<file path="src/rtl/iob_cache_ctrl_regs_if.sv">
// rtl/iob_cache_ctrl_regs_if.sv - control-register access bus for the cache controller
//   req   : access request, one cycle per access (master -> slave)
//   addr  : control word address, sampled with req (master -> slave)
//   rdata : read data, valid only while ack is high (slave -> master)
//   ack   : one-cycle completion pulse, one cycle after req (slave -> master)
interface iob_cache_ctrl_regs_if #(
    parameter int DATA_W      = 32,
    parameter int CTRL_ADDR_W = 4
);
    logic                   req;
    logic [CTRL_ADDR_W-1:0] addr;
    logic [DATA_W-1:0]      rdata;
    logic                   ack;

    modport master (output req, output addr, input rdata, input ack);
    modport slave  (input req, input addr, output rdata, output ack);
endinterface

</file>
<file path="src/rtl/iob_cache_ctrl_regs.sv">
// rtl/iob_cache_ctrl_regs.sv - cache control/status registers with hit/miss counters
//   clk_i          : clock
//   reset          : asynchronous active-high reset
//   bus            : slave side of the control access bus (req/addr/rdata/ack)
//   wtb_empty_i    : write-through buffer empty status
//   wtb_full_i     : write-through buffer full status
//   read_hit_i, read_miss_i, write_hit_i, write_miss_i : single-cycle event pulses
//   invalidate_o   : cache invalidate pulse, coincident with the ack of an INVALIDATE access
// Build option: define IOB_CACHE_CTRL_CNT_EN to build the six event counters and RST_CNT.
// Without it, counter addresses read 0 and the event inputs are ignored.
module iob_cache_ctrl_regs #(
    parameter int DATA_W      = 32,
    parameter int CTRL_ADDR_W = 4
) (
    input  logic                        clk_i,
    input  logic                        reset,
    iob_cache_ctrl_regs_if.slave        bus,
    input  logic                        wtb_empty_i,
    input  logic                        wtb_full_i,
    input  logic                        read_hit_i,
    input  logic                        read_miss_i,
    input  logic                        write_hit_i,
    input  logic                        write_miss_i,
    output logic                        invalidate_o
);
    localparam logic [CTRL_ADDR_W-1:0] A_WTB_EMPTY  = CTRL_ADDR_W'(0);
    localparam logic [CTRL_ADDR_W-1:0] A_WTB_FULL   = CTRL_ADDR_W'(1);
    localparam logic [CTRL_ADDR_W-1:0] A_INVALIDATE = CTRL_ADDR_W'(9);

    logic [DATA_W-1:0] rd_data;

`ifdef IOB_CACHE_CTRL_CNT_EN
    localparam logic [CTRL_ADDR_W-1:0] A_RW_HIT     = CTRL_ADDR_W'(2);
    localparam logic [CTRL_ADDR_W-1:0] A_RW_MISS    = CTRL_ADDR_W'(3);
    localparam logic [CTRL_ADDR_W-1:0] A_READ_HIT   = CTRL_ADDR_W'(4);
    localparam logic [CTRL_ADDR_W-1:0] A_READ_MISS  = CTRL_ADDR_W'(5);
    localparam logic [CTRL_ADDR_W-1:0] A_WRITE_HIT  = CTRL_ADDR_W'(6);
    localparam logic [CTRL_ADDR_W-1:0] A_WRITE_MISS = CTRL_ADDR_W'(7);
    localparam logic [CTRL_ADDR_W-1:0] A_RST_CNT    = CTRL_ADDR_W'(8);

    logic [DATA_W-1:0] rw_hit_cnt, rw_miss_cnt;
    logic [DATA_W-1:0] rd_hit_cnt, rd_miss_cnt, wr_hit_cnt, wr_miss_cnt;
    logic              rst_cnt;

    // Saturating add of 0..2; the carry out of the widened sum flags overflow.
    function automatic logic [DATA_W-1:0] sat_add(input logic [DATA_W-1:0] cnt,
                                                  input logic [1:0]        inc);
        logic [DATA_W:0] sum;
        sum = {1'b0, cnt} + {{(DATA_W-1){1'b0}}, inc};
        return sum[DATA_W] ? {DATA_W{1'b1}} : sum[DATA_W-1:0];
    endfunction

    assign rst_cnt = bus.req && (bus.addr == A_RST_CNT);

    // A clear wins over same-cycle events, which are dropped.
    always_ff @(posedge clk_i or posedge reset) begin
        if (reset) begin
            rw_hit_cnt  <= '0;
            rw_miss_cnt <= '0;
            rd_hit_cnt  <= '0;
            rd_miss_cnt <= '0;
            wr_hit_cnt  <= '0;
            wr_miss_cnt <= '0;
        end else if (rst_cnt) begin
            rw_hit_cnt  <= '0;
            rw_miss_cnt <= '0;
            rd_hit_cnt  <= '0;
            rd_miss_cnt <= '0;
            wr_hit_cnt  <= '0;
            wr_miss_cnt <= '0;
        end else begin
            rw_hit_cnt  <= sat_add(rw_hit_cnt,  {1'b0, read_hit_i}  + {1'b0, write_hit_i});
            rw_miss_cnt <= sat_add(rw_miss_cnt, {1'b0, read_miss_i} + {1'b0, write_miss_i});
            rd_hit_cnt  <= sat_add(rd_hit_cnt,  {1'b0, read_hit_i});
            rd_miss_cnt <= sat_add(rd_miss_cnt, {1'b0, read_miss_i});
            wr_hit_cnt  <= sat_add(wr_hit_cnt,  {1'b0, write_hit_i});
            wr_miss_cnt <= sat_add(wr_miss_cnt, {1'b0, write_miss_i});
        end
    end
`else
    wire unused_events = read_hit_i ^ read_miss_i ^ write_hit_i ^ write_miss_i;
`endif

    // Read mux sees counter values before this cycle's events are added.
    always_comb begin
        rd_data = '0;
        case (bus.addr)
            A_WTB_EMPTY:  rd_data = {{(DATA_W-1){1'b0}}, wtb_empty_i};
            A_WTB_FULL:   rd_data = {{(DATA_W-1){1'b0}}, wtb_full_i};
`ifdef IOB_CACHE_CTRL_CNT_EN
            A_RW_HIT:     rd_data = rw_hit_cnt;
            A_RW_MISS:    rd_data = rw_miss_cnt;
            A_READ_HIT:   rd_data = rd_hit_cnt;
            A_READ_MISS:  rd_data = rd_miss_cnt;
            A_WRITE_HIT:  rd_data = wr_hit_cnt;
            A_WRITE_MISS: rd_data = wr_miss_cnt;
`endif
            default:      rd_data = '0;
        endcase
    end

    // Fixed one-cycle response; rdata is forced to 0 when no ack is due.
    always_ff @(posedge clk_i or posedge reset) begin
        if (reset) begin
            bus.ack      <= 1'b0;
            bus.rdata    <= '0;
            invalidate_o <= 1'b0;
        end else begin
            bus.ack      <= bus.req;
            bus.rdata    <= bus.req ? rd_data : '0;
            invalidate_o <= bus.req && (bus.addr == A_INVALIDATE);
        end
    end
endmodule

</file>
<file path="src/flat_wrapper.sv">
// flat-port wrapper written by rule: the top's interface ports become plain ports
module iob_cache_ctrl_regs_flat 
#(
    parameter int DATA_W      = 32,
    parameter int CTRL_ADDR_W = 4
)
  (clk_i, reset, wtb_empty_i, wtb_full_i, read_hit_i, read_miss_i, write_hit_i, write_miss_i, invalidate_o, bus_req, bus_addr, bus_rdata, bus_ack);
  iob_cache_ctrl_regs_if #(.DATA_W(DATA_W), .CTRL_ADDR_W(CTRL_ADDR_W)) bus_i ();
  input  logic clk_i;
  input  logic reset;
  input  logic wtb_empty_i;
  input  logic wtb_full_i;
  input  logic read_hit_i;
  input  logic read_miss_i;
  input  logic write_hit_i;
  input  logic write_miss_i;
  output logic invalidate_o;
  input wire logic [$bits(bus_i.req)-1:0] bus_req;
  input wire logic [$bits(bus_i.addr)-1:0] bus_addr;
  output wire logic [$bits(bus_i.rdata)-1:0] bus_rdata;
  output wire logic [$bits(bus_i.ack)-1:0] bus_ack;
  assign bus_i.req = bus_req;
  assign bus_i.addr = bus_addr;
  assign bus_rdata = bus_i.rdata;
  assign bus_ack = bus_i.ack;
  iob_cache_ctrl_regs #(.DATA_W(DATA_W), .CTRL_ADDR_W(CTRL_ADDR_W)) u_core (.clk_i(clk_i), .reset(reset), .bus(bus_i), .wtb_empty_i(wtb_empty_i), .wtb_full_i(wtb_full_i), .read_hit_i(read_hit_i), .read_miss_i(read_miss_i), .write_hit_i(write_hit_i), .write_miss_i(write_miss_i), .invalidate_o(invalidate_o));
endmodule
</file>
<file path="config.mk">
export PLATFORM = sky130hd
export DESIGN_NAME = iob_cache_ctrl_regs_flat
export DESIGN_NICKNAME = d
export VERILOG_FILES = /design/src/rtl/iob_cache_ctrl_regs_if.sv /design/src/rtl/iob_cache_ctrl_regs.sv /design/src/flat_wrapper.sv
export SDC_FILE = /design/constraint.sdc
export NUM_CORES = 1
export LEC_CHECK = 0
export CAP_MARGIN = 10
export CELL_PAD_IN_SITES_DETAIL_PLACEMENT = 1
export CELL_PAD_IN_SITES_GLOBAL_PLACEMENT = 1
export CORE_AREA = 4 4 52 54
export DETAILED_ROUTE_END_ITERATION = 12
export DIE_AREA = 0 0 56 58
export HOLD_SLACK_MARGIN = 0.02
export PLACE_DENSITY = 0.88
export SLEW_MARGIN = 20
export SYNTH_ARGS = -nofsm -noshare
export SYNTH_HDL_FRONTEND = slang
export SYNTH_SLANG_ARGS = --single-unit
</file>
<file path="constraint.sdc">
create_clock -name clk_i -period 1 [get_ports clk_i]
set_input_delay 0.2 -clock clk_i [delete_from_list [all_inputs] [get_ports clk_i]]
set_output_delay 0.2 -clock clk_i [all_outputs]
set_load 0.005 [all_outputs]
</file>
==> results of run 1 <==
==> path summary, 6_finish.rpt <==
kind / start / endpoint / slack (ns) / depth (start not counted)
worst max-delay path: u_core.bus.rdata[0] / bus_rdata[0] / 0.09 / 1
worst min-delay path: reset / u_core.bus.rdata[0] / 0.15 / 2
max in group asynchronous: reset / u_core.invalidate_o / 0.70 / 2
min in group clk_i: bus_addr[0] / u_core.invalidate_o / 0.37 / 2
==> placed cells by master (no fill, tap or decap) <==
| master | n |
|---|---|
| dlymetal6s2s_1 | 1 |
| conb_1 | 31 |
| mux2i_1 | 1 |
| inv_1 | 1 |
| clkbuf_4 | 3 |
| buf_2 | 1 |
| clkbuf_1 | 1 |
| nor2_1 | 1 |
| clkbuf_2 | 2 |
| and4bb_2 | 1 |
| clkdlybuf4s50_1 | 7 |
| dfrtp_1 | 3 |
| and4_2 | 1 |
==> sequential cells by signal (all words and copies together) (netlist names) <==
register,cells
u_core.invalidate_o,1
u_core.bus.rdata,1
u_core.bus.ack,1
==> logic make-up after synthesis <==
logic type | share of synthesized area [%]
buf+inv | 67.26
flops | 21.35
mux | 2.847
other cells | 1.067
simple gates | 7.472
==> per-layer routing <==
layer  vias to the layer above  part of all wire [%]  track usage, %
met5                         -                     0               0
met4                         0                     0           4.068
met3                         0                    20           2.895
met2                        28                    56           8.347
met1                        90                    24           2.517
li1                         89                     -               -
==> repair_timing <==
action                     CTS  global route
gates resized for setup      8             3
buffers inserted             0             0
setup endpoints to repair    3             3
==> power breakdown <==
part	internal [mW]	switching [mW]
Sequential	0.125	0.000848
Clock	0.150	0.0654
Combinational	0.0335	0.0429
==> through the flow <==
stage	std cells	TNS (ns)	instance area (um^2)	total power [mW]	utilization, %
5_1_grt	82	0	390.4	0.4502	17.65
3_3_place_gp	78	-0.2707	376.6	0.2015	17.02
4_1_cts	82	-0.007635	397.9	0.4326	17.99
2_1_floorplan	70	0	464.2	0.2494	-
3_5_place_dp	78	-0.3595	376.6	0.2039	17.02
6_report	82	0	390.4	0.4177	17.65
==> cell type report <==
| type | instances | share of cell area, % |
|---|---|---|
| Clock buffer | 4 | 6.731 |
| Multi-Input combinational cell | 35 | 39.10 |
| Tap cell | 28 | 8.974 |
| Inverter | 1 | 0.9615 |
| Timing Repair Buffer | 11 | 25.00 |
| Sequential cell | 3 | 19.23 |
==> reports/qor.csv, run 1 <==
stage,metric,value,unit
outcome,status,"finished, final reports clean",
timing,slew_viol_final,0,
critical_path,crit_type,reg2out,
critical_path,crit_fanout,1,
layout,multi_input_area,152.6,um^2
yosys,synth_area,351.6,um^2
grt,grt_pass1_vias,192,
timing,period_share,90.90,%
timing,rsz0062_at_grt,no,
placement,post-place-ws,-0.2485,ns
yosys,synthArstFlopShare,100.0,%
floorplan,core,2212,um^2
floorplan,die_width,56,um
critical_path,critPathMaxStageDelay,0.35,ns
clock_network,numCtsBuffers,3,
timing,timing.fmax,1100,MHz
yosys,syn-instance-count,40,
layout,ff_latch_area,75.07,um^2
clock_network,clkTransAtPathRegs,0.04,ns
critical_path,cp.required,0.80,ns
clock_network,cts_tree,done,
floorplan,initial_core_util,15.89,%
route,wl,730,um
route,viasPerCell,2.524,
grt,grt_max_degree,4,
clock_network,cts_root_buf,clkbuf_4,
yosys,synth_top_area_share,66.19,%
floorplan,row_count,17,
pwr,vdd_ir_drop_max,0.3018,mV
timing,finalSetupViolations,0,
clock_network,cts_sinks,3,
yosys,syn_area_per_cell,8.790,um^2
timing,fin_crit,0.9090,ns
yosys,synthFlopType,dfrtp_1,
route,vias,207,
yosys,yosysUniqueCellTypes,8,
critical_path,cp-start-kind,register,
critical_path,worstPathArrival,0.71,ns
grt,antenna_found_initial,0,
route,wl_per_cell,8.902,um
layout,fillers,284,
yosys,synth.most_common_cell,buf_4,
yosys,ys_seq_area_share,21.35,%
critical_path,crit_family,flip-flops,
layout,nets,68,
yosys,synth_top_cell_by_area,buf_4,
clock_network,clockBufferDepth,2,
placement,dp_hpwl,637.7,um
floorplan,die_h,58,um
layout,drive_above_1_share,14.81,%
floorplan,io_pins,47,
layout,antennaDiodeCount,0,
timing,final_hold_viol_count,0,
placement,place_congestion,0.7915,
timing,hold_ws,0.1459,ns
pwr,p_per_area,1070,nW/um^2
critical_path,critPathBufInv,1,
grt,grt-ovfl-total,0,
critical_path,slowest_stage,dfrtp_1,
clock_network,hold_buffers,0,
yosys,synth-edff-count,0,
yosys,yosys-top-cells-area,"buf_4 66%, dfrtp_1 21%, and4bb_2 3.6%",
route,drc,0,
pwr,leakagePower,0.2301,nW
critical_path,worstPathCellList,buf_2,
floorplan,die_area,3248,um^2
route,drt_iter0_drc,0,
yosys,synth_common_cells,"31 x buf_4, 3 x dfrtp_1",
layout,area_growth,11.03,%
placement,portBuffers,11,
grt,grt_pass1_wl,972,um
yosys,ys_warn_count,0,
route,dr.pass1.iters,1,
grt,globalRouteTotalUtil,4.350,%
flow_run,maxCapViolations,0,
worst_hold_path,hold_path.class,in2async,
timing,fin_ws,0.09101,ns
yosys,yosys_register_bits,3,
route,antenna_left,0,
clock_network,htreeDepth,1,
critical_path,critPathCaptureType,primary output,
Note: power is estimated with default switching activity, not from simulation.
==> run 2, diff against run 1 <==
==> constraint.sdc (replaced) <==
create_clock -name clk_i -period 1 [get_ports clk_i]
set_input_delay 0.25 -clock clk_i [delete_from_list [all_inputs] [get_ports clk_i]]
set_output_delay 0.25 -clock clk_i [all_outputs]
set_load 0.005 [all_outputs]
==> reports/qor.csv, run 2 (synthesis results as in run 1) <==
stage,metric,value,unit
floorplan,die_h,58,um
clock_network,htreeDepth,1,
placement,portBuffers,11,
grt,grt_max_degree,4,
floorplan,row_count,17,
route,antenna_left,0,
layout,final_common_cell,conb_1,
critical_path,crit_family,flip-flops,
critical_path,crit_type,reg2out,
pwr,p_comb_share,18.4,%
layout,drive_above_1_share,14.81,%
floorplan,core,2212,um^2
timing,fin_tns_setup,0,ns
clock_network,post_cts_buffers,0,
clock_network,clockBufferDepth,2,
pwr,pwr-share-clk,50.9,%
flow_run,maxCapViolations,0,
placement,dp_hpwl,606.3,um
critical_path,cp-start-kind,register,
grt,antenna_found_initial,0,
timing,finalSetupViolations,0,
route,dr.pass1.iters,2,
pwr,power_frac_seq,30.7,%
placement,place_area,376.6,um^2
worst_hold_path,hold_path.class,in2async,
route,drt_iter0_drc,5,
timing,fin_crit,0.9479,ns
floorplan,io_pins,47,
route,wl,685,um
route,viasPerCell,2.585,
critical_path,worstPathArrival,0.70,ns
grt,grt-ovfl-total,0,
route,vias,212,
pwr,p_sw,103.6,uW
floorplan,die_area,3248,um^2
critical_path,critPathBufInv,1,
timing,period_share,94.79,%
layout,area_growth,9.965,%
pwr,leakagePower,0.2220,nW
floorplan,die_width,56,um
outcome,status,"finished, final reports clean",
pwr,p_int,307.5,uW
critical_path,worstPathCellList,buf_2,
pwr,netSwitchingFraction,25.21,%
pwr,p_per_area,1063,nW/um^2
layout,reg_top3,"u_core.bus.ack: 1 flops, u_core.bus.rdata: 1 flops, u_core.invalidate_o: 1 flops",
timing,hold_ws,0.2052,ns
clock_network,cts_root_buf,clkbuf_4,
route,drc,0,
clock_network,clkTransAtPathRegs,0.04,ns
grt,grt_pass1_vias,198,
critical_path,slowest_stage,dfrtp_1,
layout,nets,68,
critical_path,critPathCaptureType,primary output,
route,wl_per_cell,8.354,um
placement,place_congestion,0.8016,
pwr,vdd_ir_drop_max,0.2769,mV
critical_path,critPathMaxStageDelay,0.35,ns
clock_network,cts_tree,done,
layout,final_area,386.6,um^2
timing,final_hold_viol_count,0,
timing,slew_viol_final,0,
layout,antennaDiodeCount,0,
grt,grt_pass1_wl,910,um
clock_network,cts_sinks,3,
critical_path,crit_fanout,1,
critical_path,cp.required,0.75,ns
clock_network,numCtsBuffers,3,
timing,timing.fmax,1055,MHz
timing,rsz0062_at_grt,no,
grt,globalRouteTotalUtil,4.067,%
layout,final_cell_mix,"31 x conb_1, 7 x clkdlybuf4s50_1, 3 x clkbuf_4, 3 x dfrtp_1, 2 x buf_2",
floorplan,initial_core_util,15.89,%
-- run 2: cell count changes in the layout (fill, tap and decap cells not counted), sizes merged --
cell / before / now
dlygate4sd2: 0 / 1
clkbuf: 6 / 5
dlymetal6s2s: 1 / 0
buf: 1 / 2
-- run 2: area by class of cell --
| type | count | area, um^2 |
|---|---|---|
| fill | 291 | 1826 |
| multi-input combinational | 35 | 152.6 |
| timing repair buffer | 11 | 93.84 |
| sequential | 3 | 75.07 |
| tap | 28 | 35.03 |
| clock buffer | 4 | 26.28 |
| inverter | 1 | 3.754 |
-- run 2: power by group through the flow --
stage | Clock [mW] | Sequential [mW] | Combinational, mW
after CTS | 0.221 | 0.126 | 0.0714
after floorplan | 0 | 0.128 | 0.121
final | 0.209 | 0.126 | 0.0756
after detailed placement | 0 | 0.128 | 0.0757
after global placement | 0 | 0.128 | 0.0739
after global routing | 0.229 | 0.126 | 0.0850
-- run 2: how the worst max path moves through the flow --
stage	end	slack, ns	cells past startpoint	startpoint
2_1_floorplan	u_core.bus.rdata[0]	0.26	2	bus_addr[0]
3_3_place_gp	u_core.bus.rdata[0]	-0.30	3	bus_addr[0]
3_5_place_dp	u_core.bus.rdata[0]	-0.30	3	bus_addr[0]
4_1_cts	bus_rdata[0]	-0.04	1	u_core.bus.rdata[0]
5_1_grt	bus_ack	0.03	1	u_core.bus.ack
6_report	bus_ack	0.05	1	u_core.bus.ack
-- run 2: layer usage --
layer | vias up | track usage, % | part of all wire [%]
met4 | 0 | 6.102 | 3.4
met2 | 30 | 6.511 | 48
met5 | - | 0 | 0
li1 | 88 | - | -
met1 | 90 | 2.507 | 26
met3 | 4 | 2.673 | 22
-- run 2: timing repair --
| item | in CTS | in global routing |
|---|---|---|
| hold endpoints to repair | 0 | 0 |
| pin swaps | 0 | 0 |
| resized for setup | 11 | 1 |
| endpoints found under the setup margin | 4 | 1 |
| hold buffers | 0 | 0 |
-- run 2: metrics by stage --
stage	util, %	setup WS [ns]	power (mW)	std cells
after floorplan	-	0.2612	0.2494	70
after global placement	17.02	-0.2981	0.2017	78
after detailed placement	17.02	-0.2979	0.2036	78
after CTS	17.70	-0.04411	0.4186	82
after global routing	17.48	0.02543	0.4404	82
final	17.48	0.05206	0.4111	82
==> run 3, diff against run 2 <==
Settings changed: ABC_AREA set to 1, CORE_AREA 4 4 52 54 to 4 4 54 56, DIE_AREA 0 0 56 58 to 0 0 58 60, PLACE_DENSITY 0.88 to 0.85, SLEW_MARGIN 20 to not set.
==> reports/qor.csv, run 3 <==
stage,metric,value,unit
layout,nets,78,
layout,reg_top3,"u_core.bus.ack: 1 flops, u_core.bus.rdata: 1 flops, u_core.invalidate_o: 1 flops",
placement,place_area,397.9,um^2
yosys,synth_fa_ha_area_share,0,%
floorplan,io_pins,47,
critical_path,worstPathArrival,0.72,ns
worst_hold_path,hold_path.class,in2async,
route,wl,748,um
clock_network,htreeDepth,1,
yosys,syn_area_per_cell,7.407,um^2
timing,hold_ws,0.1889,ns
yosys,synth_top_cell_by_area,buf_4,
critical_path,critPathBufInv,1,
layout,area_growth,10.47,%
floorplan,die_width,58,um
critical_path,worstPathCellList,buf_2,
yosys,synth_top_family_by_area,buffers and inverters,
clock_network,cts_root_buf,clkbuf_4,
critical_path,crit_fanout,1,
outcome,status,"finished, final reports clean",
pwr,p_total,423.7,uW
timing,finalSetupViolations,0,
critical_path,critPathMaxStageDelay,0.36,ns
clock_network,numCtsBuffers,3,
yosys,synth-edff-count,0,
placement,place_congestion,0.7464,
yosys,yosys.area_share.simple,10.81,%
grt,grt_pass1_vias,233,
route,wl_met1,185,um
yosys,synth_xor_area_share,0,%
floorplan,row_count,18,
placement,dp_hpwl,685.4,um
route,topRoutingLayerUsed,met4,
clock_network,cts_sinks,3,
critical_path,crit_family,flip-flops,
yosys,ys_warn_count,0,
clock_network,cts_tree,done,
route,dr.pass1.iters,2,
route,vias,240,
layout,postLayoutCoreUtil,16.82,%
placement,portBuffers,11,
yosys,synth_top_area_share,62.84,%
layout,final_cell_mix,"31 x conb_1, 8 x clkdlybuf4s50_1, 5 x nand2_1, 5 x inv_1, 4 x nor2_1",
critical_path,cp.required,0.75,ns
layout,final_area,409.1,um^2
grt,antenna_found_initial,0,
timing,slew_viol_final,0,
yosys,synth_compound_area_share,0,%
floorplan,die_h,60,um
route,drt_iter0_drc,3,
route,wl_per_cell,7.957,um
clock_network,post_cts_buffers,0,
timing,period_share,96.59,%
yosys,synth_area,370.4,um^2
grt,grt_pass1_wl,1007,um
floorplan,core,2432,um^2
yosys,yosysUniqueCellTypes,7,
critical_path,cp-start-kind,register,
pwr,vdd_ir_drop_max,0.3541,mV
clock_network,clockBufferDepth,2,
route,viasPerCell,2.553,
yosys,ys_seq_area_share,20.27,%
critical_path,slowest_stage,dfrtp_1,
timing,timing.fmax,1035,MHz
yosys,synth_mux_area_share,0,%
timing,fin_crit,0.9659,ns
grt,grt_max_degree,4,
critical_path,critPathCaptureType,primary output,
timing,rsz0062_at_grt,no,
clock_network,clkTransAtPathRegs,0.04,ns
grt,globalRouteTotalUtil,4.227,%
grt,grt-ovfl-total,0,
layout,final_common_cell,conb_1,
yosys,yosys-top-cells-area,"buf_4 63%, dfrtp_1 20%, inv_1 5.1%",
yosys,syn-instance-count,50,
yosys,synthFlopType,dfrtp_1,
placement,place_inst,90,
timing,final_hold_viol_count,0,
route,wl_met3,122,um
floorplan,die_area,3480,um^2
route,antenna_left,0,
yosys,synthArstFlopShare,100.0,%
critical_path,crit_type,reg2out,
layout,stdcell_count,94,
pwr,leakagePower,0.2506,nW
yosys,synth.most_common_cell,buf_4,
floorplan,initial_core_util,15.23,%
pwr,p_per_area,1036,nW/um^2
layout,drive_above_1_share,9.375,%
flow_run,maxCapViolations,0,
layout,antennaDiodeCount,0,
yosys,synth_common_cells,"31 x buf_4, 5 x inv_1, 5 x nand2_1, 4 x nor2_1, 3 x dfrtp_1",
route,met2_wirelength,427,um
yosys,yosys_register_bits,3,
route,drc,0,
==> run 3: metrics by stage <==
step           setup slack (ns)  setup TNS [ns]
3_3_place_gp           -0.08566         -0.2734
5_1_grt                0.002523               0
6_report                0.03410               0
2_1_floorplan            0.4007               0
3_5_place_dp            -0.1374         -0.3927
4_1_cts                 0.01947               0
==> run 3: worst max path at each step <==
stage,to,slack [ns],from,cells past startpoint
6_report,invalidate_o,0.03,u_core.invalidate_o,1
4_1_cts,invalidate_o,0.02,u_core.invalidate_o,1
5_1_grt,invalidate_o,0.003,u_core.invalidate_o,1
3_3_place_gp,u_core.bus.rdata[0],-0.09,bus_req,5
3_5_place_dp,u_core.bus.rdata[0],-0.14,bus_addr[0],5
2_1_floorplan,bus_ack,0.40,u_core.bus.ack,0
==> run 3: cell type report <==
type                    count  area (um^2)
multi-input cells          41        156.4
flip-flops and latches      3        75.07
repair buffers             11        95.09
well taps                  30        37.54
fillers                   314         2023
inverters                   5        18.77
clock buffers               4        26.28
==> run 3: repair_timing <==
item | 4_1_cts | 5_1_grt
setup endpoints to repair | 3 | 0
hold buffers | 0 | 0
resized for setup | 12 | 0
==> run 3: metal layers <==
layer  global-route usage (%)  up-vias
li1                         -      109
met1                    2.835      104
met2                    7.742       25
met3                    1.944        2
met4                    4.967        0
met5                        0        -
==> run 3: kinds of logic after synthesis <==
| group | count (synthesis) |
|---|---|
| buf+inv | 36 |
| simple gates | 10 |
| flops | 3 |
| other cells | 1 |
==> run 3: where the power goes <==
part / switching (mW) / total, mW / internal, mW
combinational: 0.0481 / 0.0828 / 0.0346
sequential: 0.000762 / 0.126 / 0.125
clock: 0.0650 / 0.215 / 0.150
